## src/rtl/dac_stream_feeder.sv

```systemverilog
// Sample buffer feeding the DAC one sample per clk: FIFO with prefill-gated playback,
// underflow detection with a selectable fill policy, and a saturating starvation counter.
module dac_stream_feeder #(
  parameter int bits      = 16,
  parameter int depth     = 16,
  parameter int prefill   = 4,
  parameter int hold_last = 0
) (
  input  logic                     clk,
  input  logic                     rst,
  input  logic                     en,
  input  logic [bits-1:0]          s_axis_tdata,
  input  logic                     s_axis_tvalid,
  output logic                     s_axis_tready,
  output logic [bits-1:0]          dac_data,
  output logic                     running,
  output logic                     underflow,
  output logic [15:0]              underflow_cnt,
  output logic [$clog2(depth):0]   fill
);

  localparam int aw = $clog2(depth);
  localparam logic [aw:0] full_c    = (aw+1)'(depth);
  localparam logic [aw:0] prefill_c = (aw+1)'(prefill);
  localparam logic [aw:0] empty_c   = (aw+1)'(0);

  typedef enum logic [1:0] {
    IDLE    = 2'd0,
    PREFILL = 2'd1,
    RUN     = 2'd2
  } state_t;

  state_t            state_r;
  logic [bits-1:0]   mem_r [depth];
  logic [aw-1:0]     wr_ptr_r;
  logic [aw-1:0]     rd_ptr_r;
  logic [aw:0]       fill_r;
  logic [bits-1:0]   dac_data_r;
  logic              running_r;
  logic              underflow_r;
  logic [15:0]       underflow_cnt_r;
  logic              wr_s;
  logic              rd_s;

  // No pass-through: a full buffer refuses data even when a pop happens this cycle.
  assign s_axis_tready = !rst && (fill_r != full_c);
  assign wr_s          = s_axis_tvalid && s_axis_tready;

  // Pop decision: only while playing, enabled, and with data already stored.
  always_comb begin
    rd_s = 1'b0;
    if ((state_r == RUN) && en && (fill_r != empty_c)) begin
      rd_s = 1'b1;
    end else begin
      rd_s = 1'b0;
    end
  end

  // Sample storage; tready is low during reset so no write can occur then.
  always_ff @(posedge clk) begin
    if (wr_s) begin
      mem_r[wr_ptr_r] <= s_axis_tdata;
    end
  end

  // Wrapping pointers and occupancy counter.
  always_ff @(posedge clk) begin
    if (rst) begin
      wr_ptr_r <= aw'(0);
      rd_ptr_r <= aw'(0);
      fill_r   <= empty_c;
    end else begin
      if (wr_s) begin
        wr_ptr_r <= wr_ptr_r + aw'(1);
      end
      if (rd_s) begin
        rd_ptr_r <= rd_ptr_r + aw'(1);
      end
      case ({wr_s, rd_s})
        2'b10:   fill_r <= fill_r + (aw+1)'(1);
        2'b01:   fill_r <= fill_r - (aw+1)'(1);
        default: fill_r <= fill_r;
      endcase
    end
  end

  // Playback state machine with registered DAC sample and status outputs.
  always_ff @(posedge clk) begin
    if (rst) begin
      state_r         <= IDLE;
      dac_data_r      <= {bits{1'b0}};
      running_r       <= 1'b0;
      underflow_r     <= 1'b0;
      underflow_cnt_r <= 16'h0000;
    end else if (!en) begin
      state_r     <= IDLE;
      dac_data_r  <= {bits{1'b0}};
      running_r   <= 1'b0;
      underflow_r <= 1'b0;
    end else begin
      case (state_r)
        IDLE: begin
          state_r     <= PREFILL;
          running_r   <= 1'b0;
          underflow_r <= 1'b0;
        end
        PREFILL: begin
          underflow_r <= 1'b0;
          if (fill_r >= prefill_c) begin
            state_r   <= RUN;
            running_r <= 1'b1;
          end else begin
            running_r <= 1'b0;
          end
        end
        RUN: begin
          if (fill_r != empty_c) begin
            dac_data_r  <= mem_r[rd_ptr_r];
            underflow_r <= 1'b0;
            running_r   <= 1'b1;
          end else begin
            // Starved: apply the fill policy and go back to gathering a prefill.
            dac_data_r  <= (hold_last != 0) ? dac_data_r : {bits{1'b0}};
            underflow_r <= 1'b1;
            running_r   <= 1'b0;
            state_r     <= PREFILL;
            if (underflow_cnt_r != 16'hFFFF) begin
              underflow_cnt_r <= underflow_cnt_r + 16'd1;
            end
          end
        end
        default: begin
          state_r     <= IDLE;
          dac_data_r  <= {bits{1'b0}};
          running_r   <= 1'b0;
          underflow_r <= 1'b0;
        end
      endcase
    end
  end

  assign dac_data      = dac_data_r;
  assign running       = running_r;
  assign underflow     = underflow_r;
  assign underflow_cnt = underflow_cnt_r;
  assign fill          = fill_r;

endmodule

```

## config.mk

```make
export PLATFORM = sky130hd
export DESIGN_NAME = dac_stream_feeder
export DESIGN_NICKNAME = d
export VERILOG_FILES = /design/src/rtl/dac_stream_feeder.sv
export SDC_FILE = /design/constraint.sdc
export NUM_CORES = 1
export LEC_CHECK = 0
export ABC_AREA = 1
export BUFFER_PORTS_ARGS = -buffer_cell sky130_fd_sc_hd__buf_2
export CORE_MARGIN = 1.5
export CORE_UTILIZATION = 66
export DETAILED_ROUTE_END_ITERATION = 6
export PLACE_DENSITY = 0.95
export SETUP_SLACK_MARGIN = 0.15
export SLEW_MARGIN = 20
export SYNTH_ARGS = -nofsm -noshare
export SYNTH_HDL_FRONTEND = slang
export SYNTH_SLANG_ARGS = --single-unit
```

## constraint.sdc

```tcl
create_clock -name clk -period 5.1 [get_ports clk]
set_input_delay 0.51 -clock clk [delete_from_list [all_inputs] [get_ports clk]]
set_output_delay 0.51 -clock clk [all_outputs]
set_load 0.01 [all_outputs]
```

==> results.json, run 1 <==
{
  "dp.cells": 1673,
  "io_buffers": 59,
  "hold_viol_final": 0,
  "min_period_ps": 2990,
  "async_reset_ff_share_pct": 0,
  "grt_overflow": 0,
  "core_area_um2": 20200,
  "max-cap-violations": 0,
  "start_kind": "flip-flop",
  "drv_slew": 0,
  "die_h_um": 146,
  "num_rows": 52,
  "grt_pass1_vias": 10076,
  "root_buffer": "clkbuf_16",
  "cts_setup_buffers": 0,
  "start_util_pct": 67.2,
  "final.setup_skew_ps": 19.5,
  "yosys.cell_types.count": 34,
  "wl_per_cell_um": 20.6,
  "synth.net_count": 1433,
  "drt_iter0_drc": 1900,
  "cp-end-kind": "flip-flop",
  "dr_total_vias": 10385,
  "setup_viol": 0,
  "cts_sinks": 309,
  "place_congestion": 0.942,
  "clockBufferDepth": 3,
  "drive_gt1_share_pct": 10.1,
  "grtUsageTotal_pct": 33.4,
  "fin_ws_ps": 2110,
  "routed_via_density": 6.02,
  "cts_buffers": 29,
  "setup.worst_path.class": "reg -> reg",
  "insertion_delay_ps": 550,
  "holdBufCountCts": 0,
  "cp.required_ps": 5570,
  "cts_tree": "done",
  "synth.avg_cell_area_um2": 9.68,
  "status": "finished with violations",
  "grt_pass1_wl_um": 54500,
  "pre_cts_ws_ps": 2120,
  "hold_class": "in -> reg",
  "vdd_drop_max_mv": 0.233,
  "die-area_um2": 21400,
  "route.detailed.drc": 40,
  "die_w_um": 146,
  "rsz0062_at_grt": "no",
  "min_period_over_period_pct": 58.6,
  "stdcell_count": 1724,
  "synth_top_area_cell": "edfxtp_1",
  "maxSlewHeadroom_pct": 20.9,
  "worst_slew_pin_slew_ps": 1190,
  "yosysWarnings": 0,
  "total_power_mw": 4.99,
  "cts_resized": 0,
  "synth-edff-count": 256,
  "hpwl_um": 20800,
  "drt_pass1_iterations": 7,
  "nNetsFinal": 1466,
  "ff2ff_path_depth": 9,
  "area_delta_synth_final_pct": 9.74,
  "max_freq_mhz": 335,
  "setup-tns-final_ps": 0,
  "yosysTopAreaCellShare_pct": 56.7,
  "synth_seq_cells": 309,
  "synth.area.top_cells": "edfxtp_1 57%, nand2_1 12%, dfxtp_1 7.8%",
  "leakage_nw": 6.28,
  "synth-seq-area-share_pct": 64.5,
  "synth_cells": 1401,
  "clkSlewWorstSetupHoldPaths_ps": 60,
  "synth_flop_cell": "edfxtp_1",
  "min_to": "underflow",
  "r2r-end": "dac_data[6]",
  "path_max_fanout": 86,
  "antenna_left": 0,
  "critPathArrivalTime_ps": 3460,
  "ios": 60,
  "ff2ff_setup_slack_ps": 2110,
  "synth_area_um2": 13600,
  "grt_max_degree": 104,
  "num_antenna_cells": 0,
  "min_from": "en",
  "htreeDepth": 1,
  "wirelength_um": 35500,
  "antenna_found_initial": 0,
  "hold_path_depth": 5,
  "powerDensity_nw_per_um2": 335,
  "violations": "DRC"
}
flip-flops by register name (all words and copies together) (netlist names), named ones only:
name,count
dac_data,16
running,1
state_r,2
underflow_cnt,16
underflow,1
rd_ptr_r,4
fill,5
wr_ptr_r,4
mem_r,256
through the flow:
step	hold slack, ps	utilization [%]	area (µm²)
final	370	73.8	14900
after global routing	415	73.8	14900
after CTS	372	73.8	14900
after detailed placement	452	69.3	14000
after global placement	453	69.3	14000
after floorplan	447	-	13600
cells in the final DEF (no fill, tap or decap), types with 2 or more instances in the layout:
cell and instances:
nand3_1 207, edfxtp_1 256, dfxtp_1 51, clkbuf_1 5, xnor2_1 3, clkbuf_16 29
nand3_2 3, buf_2 59, nor2_4 2, nor2_1 33, clkinvlp_4 3, nand4_1 2
clkinv_2 7, ha_1 12, inv_1 225, bufinv_16 2, a21oi_1 31, o21ai_0 12
a21oi_2 7, clkinv_1 5, nand2_1 439, nand2_2 4, nand3b_1 2, buf_4 4
nor3_1 6, xor2_1 14, nor2_2 17, clkbuf_8 3
worst max-delay path, cell delays in order (launching register included):
cell and delay (ps):
dfxtp_4 530, clkinv_2 580, buf_4 600, nand2_1 200
nand3_1 160, nand3_1 180, nand3_1 180, nand2_1 140
nand2_1 70, a21oi_1 140
layout make-up:
type / count / area [µm²]
inverter: 230 / 870
timing repair buffer: 63 / 325
fill: 1193 / 5290
multi-input combinational: 801 / 3690
clock inverter: 14 / 121
tap: 270 / 338
clock buffer: 37 / 786
sequential: 309 / 8750
logic make-up (layout without fill, tap and decap cells):
family          Yosys count  in the layout  share of synthesized area (%)
simple gates            719            719                           22.5
flops                   309            309                           64.5
buf+inv                 291            344                           8.58
compound gates           53             53                           2.20
xor+xnor                 17             17                           1.10
fa+ha+maj                12             12                           1.11
cell usage after synthesis (2+ instances only):
library cell / number
inv_1: 226
ha_1: 12
a21oi_2: 7
nand2_1: 439
xor2_1: 14
nand4_1: 2
edfxtp_1: 256
buf_2: 39
nand3b_1: 2
nand2_2: 4
a21oi_1: 31
dfxtp_1: 53
xnor2_1: 3
nand3_2: 3
clkbuf_1: 12
nor3_1: 6
nor2_4: 2
o21ai_0: 12
nand3_1: 207
nor2_1: 49
inv_2: 2
buf_1: 8
where the power goes:
group	switching [mW]	internal (mW)	leakage, nW
sequential	0.00957	2.74	2.74
combinational	0.121	0.0297	3.11
clock	0.907	1.18	0.437
total	1.04	3.96	6.28
worst max-delay path by stage:
stage,depth (start not counted),start,to,slack [ps]
2_1_floorplan,6,fill[0],mem_r[11][0],2920
3_3_place_gp,14,rst,fill[4],2230
3_5_place_dp,6,rst,mem_r[9][10],2120
4_1_cts,9,flip-flop,dac_data[4],2240
5_1_grt,9,flip-flop,dac_data[12],1980
6_report,9,flip-flop,dac_data[6],2110
layer usage:
metal  up-vias  track usage (%)  part of all wire (%)
met4         0             15.2                   5.3
met3       181             7.06                    14
li1       4560                -                     -
met5         -                0                     0
met1      4753             44.8                    34
met2       891             53.2                    46
Note: power is estimated with default switching activity, not from simulation.
==> inputs of run 2 (changes only) <==
--- a/config.mk
+++ b/config.mk
@@ -8,9 +8,9 @@
 export ABC_AREA = 1
 export BUFFER_PORTS_ARGS = -buffer_cell sky130_fd_sc_hd__buf_2
 export CORE_MARGIN = 1.5
-export CORE_UTILIZATION = 66
+export CORE_UTILIZATION = 61
 export DETAILED_ROUTE_END_ITERATION = 6
-export PLACE_DENSITY = 0.95
+export PLACE_DENSITY = 0.91
 export SETUP_SLACK_MARGIN = 0.15
 export SLEW_MARGIN = 20
 export SYNTH_ARGS = -nofsm -noshare
==> constraint.sdc (replaced) <==
create_clock -name clk -period 3.11 [get_ports clk]
set_input_delay 0.311 -clock clk [delete_from_list [all_inputs] [get_ports clk]]
set_output_delay 0.311 -clock clk [all_outputs]
set_load 0.01 [all_outputs]
==> results.json, run 2 (synthesized netlist as in run 1, its figures left out) <==
{
  "status": "finished with violations",
  "violations": "DRC",
  "antenna_left": 0,
  "worst_path_dominant_cell_family": "adder cells",
  "cts_setup_buffers": 0,
  "ff2ff_setup_slack_ps": 640,
  "timing.rr.start": "state_r[0]",
  "route.detailed.drc": 3,
  "clockBufferDepth": 3,
  "root_buffer": "clkbuf_16",
  "hpwl_um": 19500,
  "antenna_found_initial": 0,
  "slowest_stage": "dfxtp_1",
  "cp-end-kind": "flip-flop",
  "grt_pass1_vias": 10012,
  "total_power_mw": 8.56,
  "setup_viol": 0,
  "cts_tree": "done",
  "grtUsageTotal_pct": 29.5,
  "wirelength_um": 34200,
  "place_congestion": 0.887,
  "max_freq_mhz": 405,
  "drt_pass1_iterations": 7,
  "start_kind": "flip-flop",
  "core_area_um2": 21800,
  "cp.required_ps": 3600,
  "die-area_um2": 23100,
  "io_buffers": 59,
  "maxSlewHeadroom_pct": 30.4,
  "hold_viol_final": 0,
  "wl_per_cell_um": 19.4,
  "startpoint": "state_r[0]",
  "rsz0062_at_grt": "no",
  "powerDensity_nw_per_um2": 563,
  "routed_via_density": 5.75,
  "hold-worst-slack_ps": 150,
  "drt_iter0_drc": 1422,
  "setup-tns-final_ps": 0,
  "max-cap-violations": 0,
  "top_register": "mem_r",
  "cp_common_cell": "nand2_1",
  "ios": 60,
  "drv_slew": 0,
  "hold_class": "in -> reg",
  "vdd_drop_max_mv": 0.391,
  "num_antenna_cells": 0,
  "final.setup_skew_ps": 10.2,
  "clkSlewWorstSetupHoldPaths_ps": 70,
  "seq_area_um2": 8750,
  "path_max_fanout": 6,
  "crit_chain": "inv_1, ha_1, nand2_1, inv_1, nand2_1, inv_1, ha_1, xor2_1, ha_1, inv_1, nand2_1, nand3_1, nand2_1, nand2_1, nand2_1, nand2_1, a21oi_1",
  "holdBufCountCts": 0,
  "final_util_pct": 69.7,
  "multiInputGateArea_um2": 3690,
  "cts_sinks": 309,
  "drive_gt1_share_pct": 12.0,
  "start_util_pct": 62.1,
  "nNetsFinal": 1492,
  "hold_path_depth": 1,
  "final_common_cell": "nand2_1",
  "min_to": "mem_r[10][5]",
  "setup.worst_path.class": "reg -> reg",
  "htreeDepth": 1,
  "n_fill_cell": 1399,
  "grt_overflow": 0,
  "critPathBufInv": 4,
  "cts_buffers": 30,
  "min_from": "s_axis_tdata[5]",
  "fin_ws_ps": 640,
  "grt_pass1_wl_um": 53000,
  "cts_resized": 0,
  "leakage_nw": 6.49,
  "insertion_delay_ps": 560,
  "min_period_ps": 2470,
  "area_delta_synth_final_pct": 12.2,
  "max_stage_delay_ps": 330,
  "critPathArrivalTime_ps": 2960,
  "final_cell_mix": "439 x nand2_1, 256 x edfxtp_1, 225 x inv_1, 207 x nand3_1, 59 x buf_2",
  "num_rows": 54,
  "pre_cts_ws_ps": 637,
  "die_h_um": 152,
  "grt_max_degree": 97,
  "ff2ff_path_depth": 17,
  "r2r-end": "fill[4]",
  "dr_total_vias": 10142,
  "largest_reg_flops": 256,
  "path_depth": 17,
  "die_w_um": 152,
  "worst_slew_pin_slew_ps": 1040,
  "min_period_over_period_pct": 79.4
}
==> run 2: cell types whose count changed in the layout (fill, tap and decap cells not counted), sizes merged <==
cell      delta
clkinv       +4
clkinvlp     -2
bufinv       +3
clkbuf       -1
inv          +1
buf         +25
==> run 2: worst max path at each step <==
stage | endpoint | slack (ps)
finish | fill[4] | 640
global route | fill[4] | 390
floorplan | mem_r[11][0] | 930
detailed placement | mem_r[8][5] | 640
global placement | fill[4] | 760
CTS | fill[4] | 660
==> run 2: power breakdown <==
| group | leakage (nW) | switching, mW | internal (mW) |
|---|---|---|---|
| Combinational | 3.24 | 0.168 | 0.0521 |
| Sequential | 2.74 | 0.0145 | 4.50 |
| Clock | 0.512 | 1.56 | 2.27 |
==> run 2: worst reg2reg max path, delay by kind of cell, from the launching register on <==
kind	cells	cell delay (ps)
simple gates	8	630
compound gates	1	110
fa+ha+maj	3	710
flops	1	330
xor+xnor	1	240
buf+inv	4	390
==> run 2: stage by stage <==
stage / instance area [µm²] / std cells
2_1_floorplan: 13600 / 1401
3_3_place_gp: 14200 / 1708
3_5_place_dp: 14200 / 1708
4_1_cts: 15200 / 1764
5_1_grt: 15200 / 1764
6_report: 15200 / 1764
==> run 2: per-layer routing <==
layer | vias up | wire length (µm) | track usage, %
li1 | 4619 | - | -
met1 | 4687 | 11900 | 36.1
met2 | 691 | 16800 | 50.1
met3 | 145 | 3450 | 4.31
met4 | 0 | 2020 | 17.2
met5 | - | 0 | 0
==> run 2: final cells by class <==
type                            count  area share, %
Tap cell                          280           2.30
Sequential cell                   309           57.5
Multi-Input combinational cell    801           24.3
Inverter                          230           5.71
Clock buffer                       36           5.35
Timing Repair Buffer               88           3.37
Clock inverter                     20           1.46
==> inputs of run 3 (changes only) <==
--- a/config.mk
+++ b/config.mk
@@ -8,9 +8,9 @@
 export ABC_AREA = 1
 export BUFFER_PORTS_ARGS = -buffer_cell sky130_fd_sc_hd__buf_2
 export CORE_MARGIN = 1.5
-export CORE_UTILIZATION = 61
+export CORE_UTILIZATION = 56
 export DETAILED_ROUTE_END_ITERATION = 6
-export PLACE_DENSITY = 0.91
+export PLACE_DENSITY = 0.88
 export SETUP_SLACK_MARGIN = 0.15
 export SLEW_MARGIN = 20
 export SYNTH_ARGS = -nofsm -noshare
==> constraint.sdc (replaced) <==
create_clock -name clk -period 2.2 [get_ports clk]
set_input_delay 0.22 -clock clk [delete_from_list [all_inputs] [get_ports clk]]
set_output_delay 0.22 -clock clk [all_outputs]
set_load 0.01 [all_outputs]
==> results.json, run 3 (synthesized netlist as in run 1, its figures left out) <==
{
  "routed_via_density": 5.66,
  "ios": 60,
  "cp_common_cell": "nand2_2",
  "place_congestion": 0.866,
  "dr_total_vias": 10302,
  "maxSlewHeadroom_pct": 50.3,
  "vdd_drop_max_mv": 0.449,
  "core_area_um2": 23600,
  "start_util_pct": 57.4,
  "slowest_stage": "dfxtp_4",
  "io_buffers": 59,
  "htreeDepth": 1,
  "path_max_fanout": 5,
  "die_w_um": 159,
  "nNetsFinal": 1508,
  "drt_pass1_iterations": 7,
  "grt_pass1_vias": 9848,
  "grt_use_met3_pct": 4.44,
  "busiest_layer": "met2",
  "antenna_left": 0,
  "leakage_nw": 6.62,
  "start_kind": "flip-flop",
  "largest_reg_flops": 256,
  "grt_overflow": 0,
  "grt_max_degree": 90,
  "hpwl_um": 19800,
  "seq_area_um2": 8760,
  "route.detailed.drc": 0,
  "total_power_mw": 12.2,
  "clockBufferDepth": 3,
  "hold_viol_final": 0,
  "wirelength_um": 34100,
  "top_register": "mem_r",
  "cp-end-kind": "flip-flop",
  "drive_gt1_share_pct": 14.9,
  "cts_sinks": 309,
  "max_stage_delay_ps": 370,
  "area_delta_synth_final_pct": 15.4,
  "cts_buffers": 30,
  "rsz0062_at_grt": "yes",
  "multiInputGateArea_um2": 3810,
  "max_freq_mhz": 473,
  "final_common_cell": "nand2_1",
  "grt_use_met1_pct": 31.1,
  "final_cell_mix": "435 x nand2_1, 256 x edfxtp_1, 221 x inv_1, 204 x nand3_1, 59 x buf_2",
  "min_period_ps": 2120,
  "root_buffer": "clkbuf_16",
  "worst_slew_pin_slew_ps": 744,
  "setup_viol": 0,
  "antenna_found_initial": 1,
  "die_h_um": 159,
  "drv_slew": 0,
  "powerDensity_nw_per_um2": 783,
  "drt_iter0_drc": 1443,
  "wl_per_cell_um": 18.7,
  "n_fill_cell": 1599,
  "critPathArrivalTime_ps": 2600,
  "num_rows": 56,
  "final_util_pct": 66.3,
  "crit_chain": "nor2_4, nand3b_1, nand2_2, inv_4, ha_4, xor2_4, ha_2, inv_2, nand2_2, nand3_2, nand2_1, nand2_1, nand2_2, nand2_2, a21oi_2",
  "final.setup_skew_ps": 11.3,
  "status": "finished, final reports clean",
  "use_met2_pct": 46.3,
  "hold_class": "in -> reg",
  "grtUsageTotal_pct": 26.3,
  "min_period_over_period_pct": 96.2,
  "cp.required_ps": 2690,
  "cts_tree": "done",
  "clkSlewWorstSetupHoldPaths_ps": 70,
  "setup.worst_path.class": "reg -> reg",
  "grt_pass1_wl_um": 50400,
  "die-area_um2": 25200,
  "max-cap-violations": 0,
  "insertion_delay_ps": 560
}
[run 3: changes by cell type in the layout (fill, tap and decap cells not counted), moves of 4 or more]
| cell | previous run | this run |
|---|---|---|
| buf_12 | 0 | 7 |
| dfxtp_1 | 51 | 47 |
| nand2_2 | 4 | 8 |
| ha_1 | 12 | 8 |
| nand2_1 | 439 | 435 |
| buf_4 | 29 | 38 |
| inv_1 | 225 | 221 |
[run 3: what timing repair did]
item	CTS	global route
pin swaps	0	9
setup buffers	3	3
setup endpoints to repair	3	238
gates resized for setup	6	25
hold buffers	0	0
[run 3: stage by stage]
stage / instances / hold WS, ps / worst slack, ps / TNS [ps] / area, µm²
6_report: 1820 / 60.3 / 84.2 / 0 / 15600
5_1_grt: 1819 / 47.9 / -24.6 / -24.6 / 15600
4_1_cts: 1816 / 52.8 / 128 / 0 / 15500
3_5_place_dp: 1757 / 455 / 10.8 / 0 / 14400
3_3_place_gp: 1757 / 453 / 151 / 0 / 14400
2_1_floorplan: 1401 / 289 / 93.4 / 0 / 13600
[run 3: worst paths after layout]
check,cells past startpoint,startpoint,to,slack (ps)
worst max register to register,15,fill[1],fill[4],80
worst min-delay path,3,s_axis_tvalid,wr_ptr_r[1],60
worst min register to register,2,dac_data[5],dac_data[5],460
worst max-delay path,15,fill[1],fill[4],80
[run 3: power by group]
| group | switching, mW | internal (mW) |
|---|---|---|
| Combinational | 0.262 | 0.0952 |
| Clock | 2.24 | 3.26 |
| Sequential | 0.0222 | 6.36 |
| Total | 2.53 | 9.72 |
[run 3: critical path, delay by kind of cell (launching register included)]
kind | cells | cell delay (ps)
buffers and inverters | 2 | 90
adder cells (fa/ha/maj) | 2 | 370
AO/OA/AOI/OAI | 1 | 140
XOR/XNOR | 1 | 180
AND/OR/NAND/NOR | 9 | 900
flip-flops | 1 | 370
[run 3: per-layer routing]
| metal | share of wire, % | up-vias |
|---|---|---|
| met5 | 0 | - |
| met4 | 5.6 | 0 |
| met3 | 9.1 | 173 |
| met2 | 50 | 708 |
| met1 | 35 | 4768 |
| li1 | - | 4653 |
[run 3: final cells by class]
class	count	area share, %
sequential	309	56.0
inverter	230	5.57
antenna	1	0.0160
tap	319	2.55
timing repair buffer	104	4.61
multi-input combinational	801	24.4
clock inverter	21	1.41
clock buffer	35	5.46
